<file path="config.mk">
export PLATFORM = sky130hd
export DESIGN_NAME = tmds_decoder
export DESIGN_NICKNAME = d
export VERILOG_FILES = /design/src/rtl/tmds_decoder.sv
export SDC_FILE = /design/constraint.sdc
export NUM_CORES = 1
export LEC_CHECK = 0
export CAP_MARGIN = 0
export CORE_UTILIZATION = 33
export CTS_CLUSTER_SIZE = 40
export DETAILED_ROUTE_END_ITERATION = 7
export REMOVE_ABC_BUFFERS = 1
export SETUP_SLACK_MARGIN = 0.5
export SYNTH_ARGS = -nofsm -noshare
export SYNTH_HDL_FRONTEND = slang
export SYNTH_SLANG_ARGS = --single-unit
</file>
<file path="constraint.sdc">
create_clock -name clk -period 2.65 [get_ports clk]
set_clock_uncertainty 0.15 [all_clocks]
set_input_delay 0.3975 -clock clk [delete_from_list [all_inputs] [get_ports clk]]
set_output_delay 0.3975 -clock clk [all_outputs]
set_load 0.02 [all_outputs]
</file>
<file path="src/rtl/tmds_decoder.sv">
// TMDS receive decoder: word alignment over a 20-bit sliding window, control token detection and 8b data recovery.
// Optional error counter (err_clr / err_cnt) is built only when TMDS_DEC_ERR_CNT_EN is defined.
module tmds_decoder #(
  parameter int LOCK_TOKENS    = 8,
  parameter int SEARCH_TIMEOUT = 1024,
  parameter int LOSS_TIMEOUT   = 65536
) (
  input  logic        clk,
  input  logic        rst,
  input  logic [9:0]  tmds_in,
  output logic [7:0]  D,
  output logic [1:0]  c,
  output logic        de,
  output logic        locked,
  output logic [3:0]  offset
`ifdef TMDS_DEC_ERR_CNT_EN
  ,
  input  logic        err_clr,
  output logic [15:0] err_cnt
`endif
);

  // state  | meaning
  // SEARCH | hunting for LOCK_TOKENS consecutive tokens at the current offset
  // LOCKED | aligned; decoded words are driven out
  typedef enum logic {SEARCH, LOCKED} state_t;

  localparam int TOK_W  = $clog2(LOCK_TOKENS + 1);
  localparam int TMO_W  = $clog2(SEARCH_TIMEOUT + 1);
  localparam int LOSS_W = $clog2(LOSS_TIMEOUT + 1);

  state_t            state, state_nxt;
  logic [9:0]        prev, win_r, win;
  logic [19:0]       pair;
  logic [4:0]        sel;
  logic [TOK_W-1:0]  tok_cnt, tok_nxt;
  logic [TMO_W-1:0]  tmo_cnt, tmo_nxt;
  logic [LOSS_W-1:0] loss_cnt, loss_nxt;
  logic [3:0]        offset_nxt;
  logic              is_tok;
  logic [1:0]        tok_c;
  logic [7:0]        d_inv, data;

  assign pair = {tmds_in, prev};
  assign sel  = {1'b0, offset};
  assign win  = pair[sel +: 10];

  always_comb begin
    is_tok = 1'b1;
    tok_c  = 2'b00;
    case (win_r)
      10'h354: tok_c = 2'b00;
      10'h0AB: tok_c = 2'b01;
      10'h154: tok_c = 2'b10;
      10'h2AB: tok_c = 2'b11;
      default: is_tok = 1'b0;
    endcase
  end

  // Undo the optional inversion first, then the XOR/XNOR transition chain.
  always_comb begin
    d_inv   = win_r[9] ? ~win_r[7:0] : win_r[7:0];
    data    = '0;
    data[0] = d_inv[0];
    for (int i = 1; i < 8; i++)
      data[i] = win_r[8] ? (d_inv[i] ^ d_inv[i-1]) : ~(d_inv[i] ^ d_inv[i-1]);
  end

  always_comb begin
    state_nxt  = state;
    tok_nxt    = tok_cnt;
    tmo_nxt    = tmo_cnt;
    loss_nxt   = loss_cnt;
    offset_nxt = offset;
    if (state == SEARCH) begin
      if (is_tok) begin
        tmo_nxt = '0;
        if (tok_cnt < TOK_W'(LOCK_TOKENS)) tok_nxt = tok_cnt + TOK_W'(1);
        if (tok_nxt == TOK_W'(LOCK_TOKENS)) begin
          state_nxt = LOCKED;
          tok_nxt   = '0;
          loss_nxt  = '0;
        end
      end else begin
        tok_nxt = '0;
        if (tmo_cnt < TMO_W'(SEARCH_TIMEOUT)) tmo_nxt = tmo_cnt + TMO_W'(1);
        if (tmo_nxt == TMO_W'(SEARCH_TIMEOUT)) begin
          offset_nxt = (offset == 4'd9) ? 4'd0 : offset + 4'd1;
          tmo_nxt    = '0;
        end
      end
    end else begin
      if (is_tok) begin
        loss_nxt = '0;
      end else begin
        if (loss_cnt < LOSS_W'(LOSS_TIMEOUT)) loss_nxt = loss_cnt + LOSS_W'(1);
        if (loss_nxt == LOSS_W'(LOSS_TIMEOUT)) begin
          state_nxt = SEARCH;
          loss_nxt  = '0;
          tok_nxt   = '0;
          tmo_nxt   = '0;
        end
      end
    end
  end

  // Outputs follow the next state so the transition cycle already reflects it.
  always_ff @(posedge clk or posedge rst) begin
    if (rst) begin
      state    <= SEARCH;
      prev     <= '0;
      win_r    <= '0;
      tok_cnt  <= '0;
      tmo_cnt  <= '0;
      loss_cnt <= '0;
      offset   <= '0;
      D        <= '0;
      c        <= '0;
      de       <= 1'b0;
      locked   <= 1'b0;
    end else begin
      prev     <= tmds_in;
      win_r    <= win;
      state    <= state_nxt;
      tok_cnt  <= tok_nxt;
      tmo_cnt  <= tmo_nxt;
      loss_cnt <= loss_nxt;
      offset   <= offset_nxt;
      locked   <= (state_nxt == LOCKED);
      if (state_nxt == LOCKED) begin
        de <= ~is_tok;
        D  <= is_tok ? 8'h00 : data;
        c  <= is_tok ? tok_c : 2'b00;
      end else begin
        de <= 1'b0;
        D  <= '0;
        c  <= '0;
      end
    end
  end

`ifdef TMDS_DEC_ERR_CNT_EN
  always_ff @(posedge clk or posedge rst) begin
    if (rst)
      err_cnt <= '0;
    else if (err_clr)
      err_cnt <= '0;
    else if (state == LOCKED && state_nxt == SEARCH && err_cnt != 16'hFFFF)
      err_cnt <= err_cnt + 16'd1;
  end
`endif

endmodule

</file>
==> impl_metrics.yaml, run 1 <==
synth:
  synth-seq-area-share_pct: 39.49
  avgSynthCellArea_um2: 9.597
  synthTopCellsByCount: "68 x sky130_fd_sc_hd__dfrtp_1, 36 x sky130_fd_sc_hd__nand2_1, 30 x sky130_fd_sc_hd__inv_1, 30 x sky130_fd_sc_hd__nor2_1, 29 x sky130_fd_sc_hd__nand3_1"
  mappedNetlistArea_um2: 4309
  synth.lib_cells_used.distinct: 62
  async_flop_share_pct: 100.0
  post_synth_main_area_contributors: "sky130_fd_sc_hd__dfrtp_1 39%, sky130_fd_sc_hd__mux4_2 6.8%, sky130_fd_sc_hd__xnor2_1 4.1%"
  post-synth-top-area-cell: "sky130_fd_sc_hd__dfrtp_1"
  synth_top_cell_area_share_pct: 39.49
  ys.warnings.count: 0
  synthMostInstantiatedCell: "sky130_fd_sc_hd__dfrtp_1"
  synth-seq-cells: 68
  synth_edf_count: 0
  syn_inst: 449
  postSynth.topFlopCell: "sky130_fd_sc_hd__dfrtp_1"
critical_path:
  cp.depth: 10
  cp.required_ns: 2.72
  criticalPathCategory: "reg -> reg"
  worst_path_largest_cell_delay_ns: 0.42
  crit_path_start: "loss_cnt[16]$_DFFE_PP0P_"
  cpMaxStageDelayCell: "sky130_fd_sc_hd__dfrtp_2"
  worstReg2RegStart: "loss_cnt[16]$_DFFE_PP0P_"
  critical_path.startpoint_type: "flip-flop"
  critPathMaxFanout: 7
  crit_path_frequent_cell: "sky130_fd_sc_hd__buf_6"
  timing.rr.end: "D[3]$_DFF_PP0_"
  worst_ep_arrival_time_ns: 2.60
  r2r.worst_path.cells: 10
  critical_path.cell_chain: "and4b_2 -> buf_6 -> and4_4 -> or3_4 -> a211oi_2 -> nand3_2 -> buf_6 -> nand2_8 -> buf_8 -> nor2_1"
  critPathCaptureType: "flip-flop"
  critical-path-top-delay-family: "simple AND/OR/NAND/NOR gates"
  crit_buf_inv: 3
  worst_setup_path_endpoint: "D[3]$_DFF_PP0_"
  r2r_slack_ns: 0.12
floorplanning:
  die_area_um2: 13520
  pin_count: 28
  fp-row-count: 41
  start_util_pct: 34.01
  die_x_um: 116.3
  core_region_area_um2: 12670
  die_height_um: 116.3
layout:
  multiInputGateArea_um2: 2666
  filler_free_cell_count_of_the_finished_design: 707
  number_of_diodes: 0
  finish.utilization_pct: 46.84
  final_layout_size_suffix_gt1_share_pct: 32.52
  syn_to_final_growth_pct: 37.72
  nNetsFinal: 553
  register_area_um2: 1717
  fillCellCount: 1149
sta:
  final.period_utilization_pct: 95.55
  drv_slew: 0
  grt_setup_unrepaired: "yes"
  tns_ns: 0
  hold_violations: 0
  fmax_mhz: 394.9
  layout_min_cycle_time_ns: 2.532
  slew_headroom_pct: 67.05
  timing_worst_slew_pin_value_ns: 0.4924
  setup_violations: 0
cts:
  cts_buffers: 9
  clock_tree.buffer_depth: 2
  cts.root.buffer_cell: "sky130_fd_sc_hd__clkbuf_16"
  worst_skew_pair.late_latency_ns: 0.33
  path_clk_slew_ns: 0.06
  cts_tree: "done"
  clock-sinks: 68
  cts_max_level: 3
global_routing:
  track_usage_pct: 15.95
  grt_pass1_wl_mm: 16.82
  antenna_found_initial: 0
  grt-ovfl-total: 0
  first_global_vias: 3576
  grt_max_degree: 69
place:
  port_buffers: 27
  routabilityCongestion: 0.8379
  post_dp_hpwl_mm: 6.617
  placedCellCount: 645
pwr:
  powerDensity_nw_per_um2: 491.3
  peakVddDrop_v: 0.0002417
  power.leakage_nw: 2.451
drt:
  detail_route.vias_per_cell: 5.222
  post-route-drc-count: 0
  post_drt_wl_per_cell_um: 15.21
  detailedRoute.firstPassIterationCount: 4
  vias: 3692
  totalWireLength_mm: 10.75
  detailedRoute.firstIterationViolations: 214
  drtAntennaViolNets: 0
hold_path:
  holdCritPathClass: "in -> async"
run:
  number_of_maximum_capacitance_violations: 0
status:
  status: "completed"
[placed cells by master (no fill, tap or decap), drive strengths merged, types with 5 or more instances in the layout]
cell,Yosys,routed
and4,5,5
dfrtp,68,68
clkbuf,15,13
a211oi,7,7
mux4,13,13
and3,7,7
xnor2,20,20
buf,14,70
nand3,31,31
xor2,7,7
ha,11,11
a21oi,14,14
mux2i,12,12
inv,30,30
o21ai,25,25
o211ai,6,6
a31oi,7,7
nor2b,10,10
nand4,11,11
nand2,36,37
nor2,31,31
or3,8,8
clkdlybuf4s50,0,27
nor3,11,11
[worst min-delay path: cells and delay by family]
| kind | cells | cell delay (ns) |
|---|---|---|
| buf+inv | 3 | 0.79 |
[sequential cells by signal, indices dropped and copies added (netlist names), 2 cells and up]
name and cells:
prev 10, tok_cnt 4, tmo_cnt 11, D 8
loss_cnt 17, offset 4, win_r 10, c 2
[per-stage QoR]
stage / cell area [um2] / setup WS (ns) / hold slack [ns] / total power, mW
floorplan: 4161 / -0.05684 / 0.2789 / 1.485
global placement: 4855 / 0.01815 / 0.3931 / 1.600
detailed placement: 4855 / -0.09140 / 0.3793 / 1.616
CTS: 5587 / 0.1823 / 0.3162 / 2.912
global route: 5934 / 0.01695 / 0.3771 / 3.060
finish: 5934 / 0.1180 / 0.2993 / 2.915
[worst min path at each step]
stage | start | to | slack (ns) | depth (start not counted)
6_report | rst | prev[9]$_DFF_PP0_ | 0.30 | 3
5_1_grt | rst | prev[9]$_DFF_PP0_ | 0.38 | 3
4_1_cts | rst | prev[8]$_DFF_PP0_ | 0.32 | 3
3_5_place_dp | loss_cnt[15]$_DFFE_PP0P_ | loss_cnt[15]$_DFFE_PP0P_ | 0.38 | 1
3_3_place_gp | loss_cnt[15]$_DFFE_PP0P_ | loss_cnt[15]$_DFFE_PP0P_ | 0.39 | 1
2_1_floorplan | tmds_in[0] | prev[0]$_DFF_PP0_ | 0.28 | 0
[timing repair]
action | 4_1_cts | 5_1_grt
pin swaps | 23 | 22
hold buffers | 0 | 0
setup endpoints to repair | 54 | 48
cloned | 1 | 3
setup buffers | 28 | 14
gates resized for setup | 53 | 56
[cells by family after synthesis]
logic type	Yosys count	share of synthesized area (%)
and+or+nand+nor	170	21.69
adders and majority gates	11	3.194
xor gates and xnor gates	27	5.488
AOI/OAI and AO/OA	85	13.39
buffers and inverters	59	6.039
muxes	29	10.71
DFF	68	39.49
[per-layer routing]
layer	GRT usage [%]	routed length (um)
met1	19.29	4673
met2	27.73	5484
met3	4.359	465
met4	4.530	129
met5	0	0
[final cells by class]
cell class / count / area share, %
Tap cell: 172 / 3.626
Timing Repair Buffer: 98 / 15.50
Clock buffer: 12 / 4.322
Sequential cell: 68 / 28.93
Inverter: 30 / 1.898
Clock inverter: 4 / 0.8012
Multi-Input combinational cell: 323 / 44.93
[power breakdown]
group          total (mW)  switching (mW)  leakage (nW)  internal [mW]
logic               0.532           0.264          1.42          0.268
registers            1.18          0.0824         0.878           1.10
clock network        1.20           0.424         0.149          0.776
total                2.92           0.771          2.45           2.14
(Power assumes the default switching activity.)
==> run 2, diff against run 1 <==
- PLACE_DENSITY: not set -> 0.57
==> impl_metrics.yaml, run 2 (synthesis results as in run 1) <==
layout:
  layout_commonest_cell: "sky130_fd_sc_hd__dfrtp_1"
  largest-register: "loss_cnt"
  fillCellCount: 1208
  filler_free_cell_count_of_the_finished_design: 701
  number_of_diodes: 0
  nNetsFinal: 547
  post-route-cell-area_um2: 5846
  largest_register_ff_count: 17
  syn_to_final_growth_pct: 35.66
  multiInputGateArea_um2: 2625
  register_area_um2: 1718
  final_layout_size_suffix_gt1_share_pct: 32.14
  top_library_cells_by_usage_in_the_layout_fill_and_taps_aside: "57 x sky130_fd_sc_hd__dfrtp_1, 48 x sky130_fd_sc_hd__buf_4, 32 x sky130_fd_sc_hd__nand2_1"
  largest_registers: "loss_cnt: 17 flops, tmo_cnt: 11 flops"
global_routing:
  first_global_vias: 3700
  grt-ovfl-total: 0
  track_usage_pct: 16.59
  grt_max_degree: 50
  grt_pass1_wl_mm: 17.62
  antenna_found_initial: 0
place:
  routabilityCongestion: 0.8221
  post_dp_hpwl_mm: 6.983
  port_buffers: 27
  pre_cts_slack_ns: 0.01786
  placement.cell_area_um2: 4922
  placedCellCount: 649
cts:
  cts_buffers: 9
  path_clk_slew_ns: 0.06
  clock-sinks: 68
  worst_skew_pair.late_latency_ns: 0.34
  cts.hold.buffers_added: 0
  clock_tree.buffer_depth: 2
  cts_max_level: 3
  cts.root.buffer_cell: "sky130_fd_sc_hd__clkbuf_16"
  cts_tree: "done"
critical_path:
  cp.required_ns: 2.72
  crit_buf_inv: 2
  timing.rr.end: "offset[1]$_DFFE_PP0P_"
  r2r.worst_path.cells: 8
  critPathCaptureType: "flip-flop"
  cpMaxStageDelayCell: "sky130_fd_sc_hd__or4_4"
  critPathMaxFanout: 3
  critical-path-top-delay-family: "simple AND/OR/NAND/NOR gates"
  critical_path.cell_chain: "buf_4 -> and4b_2 -> buf_6 -> a31oi_1 -> or4_4 -> nor3_4 -> nand3_2 -> mux2_4"
  critical_path.startpoint_type: "flip-flop"
  crit_path_start: "tmo_cnt[10]$_DFFE_PP0P_"
  r2r_slack_ns: 0.18
  criticalPathCategory: "reg -> reg"
  worstReg2RegStart: "tmo_cnt[10]$_DFFE_PP0P_"
  worst_ep_arrival_time_ns: 2.54
  worst_path_largest_cell_delay_ns: 0.45
floorplanning:
  fp-row-count: 41
  start_util_pct: 34.01
  core_region_area_um2: 12670
  die_x_um: 116.3
  die_height_um: 116.3
  die_area_um2: 13520
  pin_count: 28
pwr:
  peakVddDrop_v: 0.0002775
  power.leakage_nw: 2.443
  powerDensity_nw_per_um2: 510.5
drt:
  post_drt_wl_per_cell_um: 14.82
  totalWireLength_mm: 10.39
  detail_route.vias_per_cell: 5.282
  drtAntennaViolNets: 0
  vias: 3703
  detailedRoute.firstIterationViolations: 198
  post-route-drc-count: 0
  detailedRoute.firstPassIterationCount: 4
sta:
  timing_worst_slew_pin_value_ns: 0.4101
  grt_setup_unrepaired: "yes"
  final.setup.worst_slack_ns: 0.1781
  fmax_mhz: 404.5
  drv_slew: 0
  final.period_utilization_pct: 93.28
  hold_violations: 0
  layout_min_cycle_time_ns: 2.472
  hold_slack_ns: 0.1456
  setup_violations: 0
  slew_headroom_pct: 72.56
run:
  number_of_maximum_capacitance_violations: 0
hold_path:
  holdCritPathClass: "in -> async"
status:
  status: "completed"
[run 2: layout make-up]
| type | count | area share [%] |
|---|---|---|
| Timing Repair Buffer | 93 | 14.94 |
| Inverter | 30 | 1.926 |
| Multi-Input combinational cell | 322 | 44.91 |
| Clock buffer | 9 | 3.853 |
| Sequential cell | 68 | 29.39 |
| Clock inverter | 7 | 1.306 |
| Tap cell | 172 | 3.681 |
[run 2: per-stage QoR]
stage                     total power [mW]  utilization [%]  TNS (ns)
final                                2.984            46.13         0
after detailed placement             1.619            38.85         0
after CTS                            2.926            43.49         0
after floorplan                      1.485                -  -0.05684
after global placement               1.606            38.85         0
after global routing                 3.139            46.13         0
[run 2: what timing repair did]
action,in CTS,in global routing
setup buffers,19,17
pin swaps,24,20
setup endpoints to repair,51,48
endpoints found under the hold margin,0,0
resized for setup,44,49
[run 2: routing by layer]
| layer | up-vias | routed length [um] | track usage [%] |
|---|---|---|---|
| met5 | - | 0 | 0 |
| met4 | 0 | 192 | 4.786 |
| met3 | 22 | 384 | 4.826 |
| met2 | 72 | 5283 | 28.32 |
| met1 | 1825 | 4527 | 20.26 |
| li1 | 1784 | - | - |
[run 2: report_power, final]
part	switching, mW	internal (mW)
logic	0.284	0.302
clock network	0.486	0.733
registers	0.0823	1.10
[run 2: worst max path at each step]
| stage | to | slack (ns) | cells past startpoint |
|---|---|---|---|
| 5_1_grt | offset[1]$_DFFE_PP0P_ | 0.10 | 8 |
| 6_report | offset[1]$_DFFE_PP0P_ | 0.18 | 8 |
| 3_5_place_dp | loss_cnt[6]$_DFFE_PP0P_ | 0.02 | 9 |
| 2_1_floorplan | offset[1]$_DFFE_PP0P_ | -0.06 | 8 |
| 4_1_cts | tmo_cnt[1]$_DFFE_PP0P_ | 0.22 | 10 |
| 3_3_place_gp | D[5]$_DFF_PP0_ | 0.10 | 9 |
==> run 3, diff against run 2 <==
- SKIP_LAST_GASP: not set -> 1
==> results of run 3 <==
No change in the layout: final DEF, timing and power equal those of run 2.
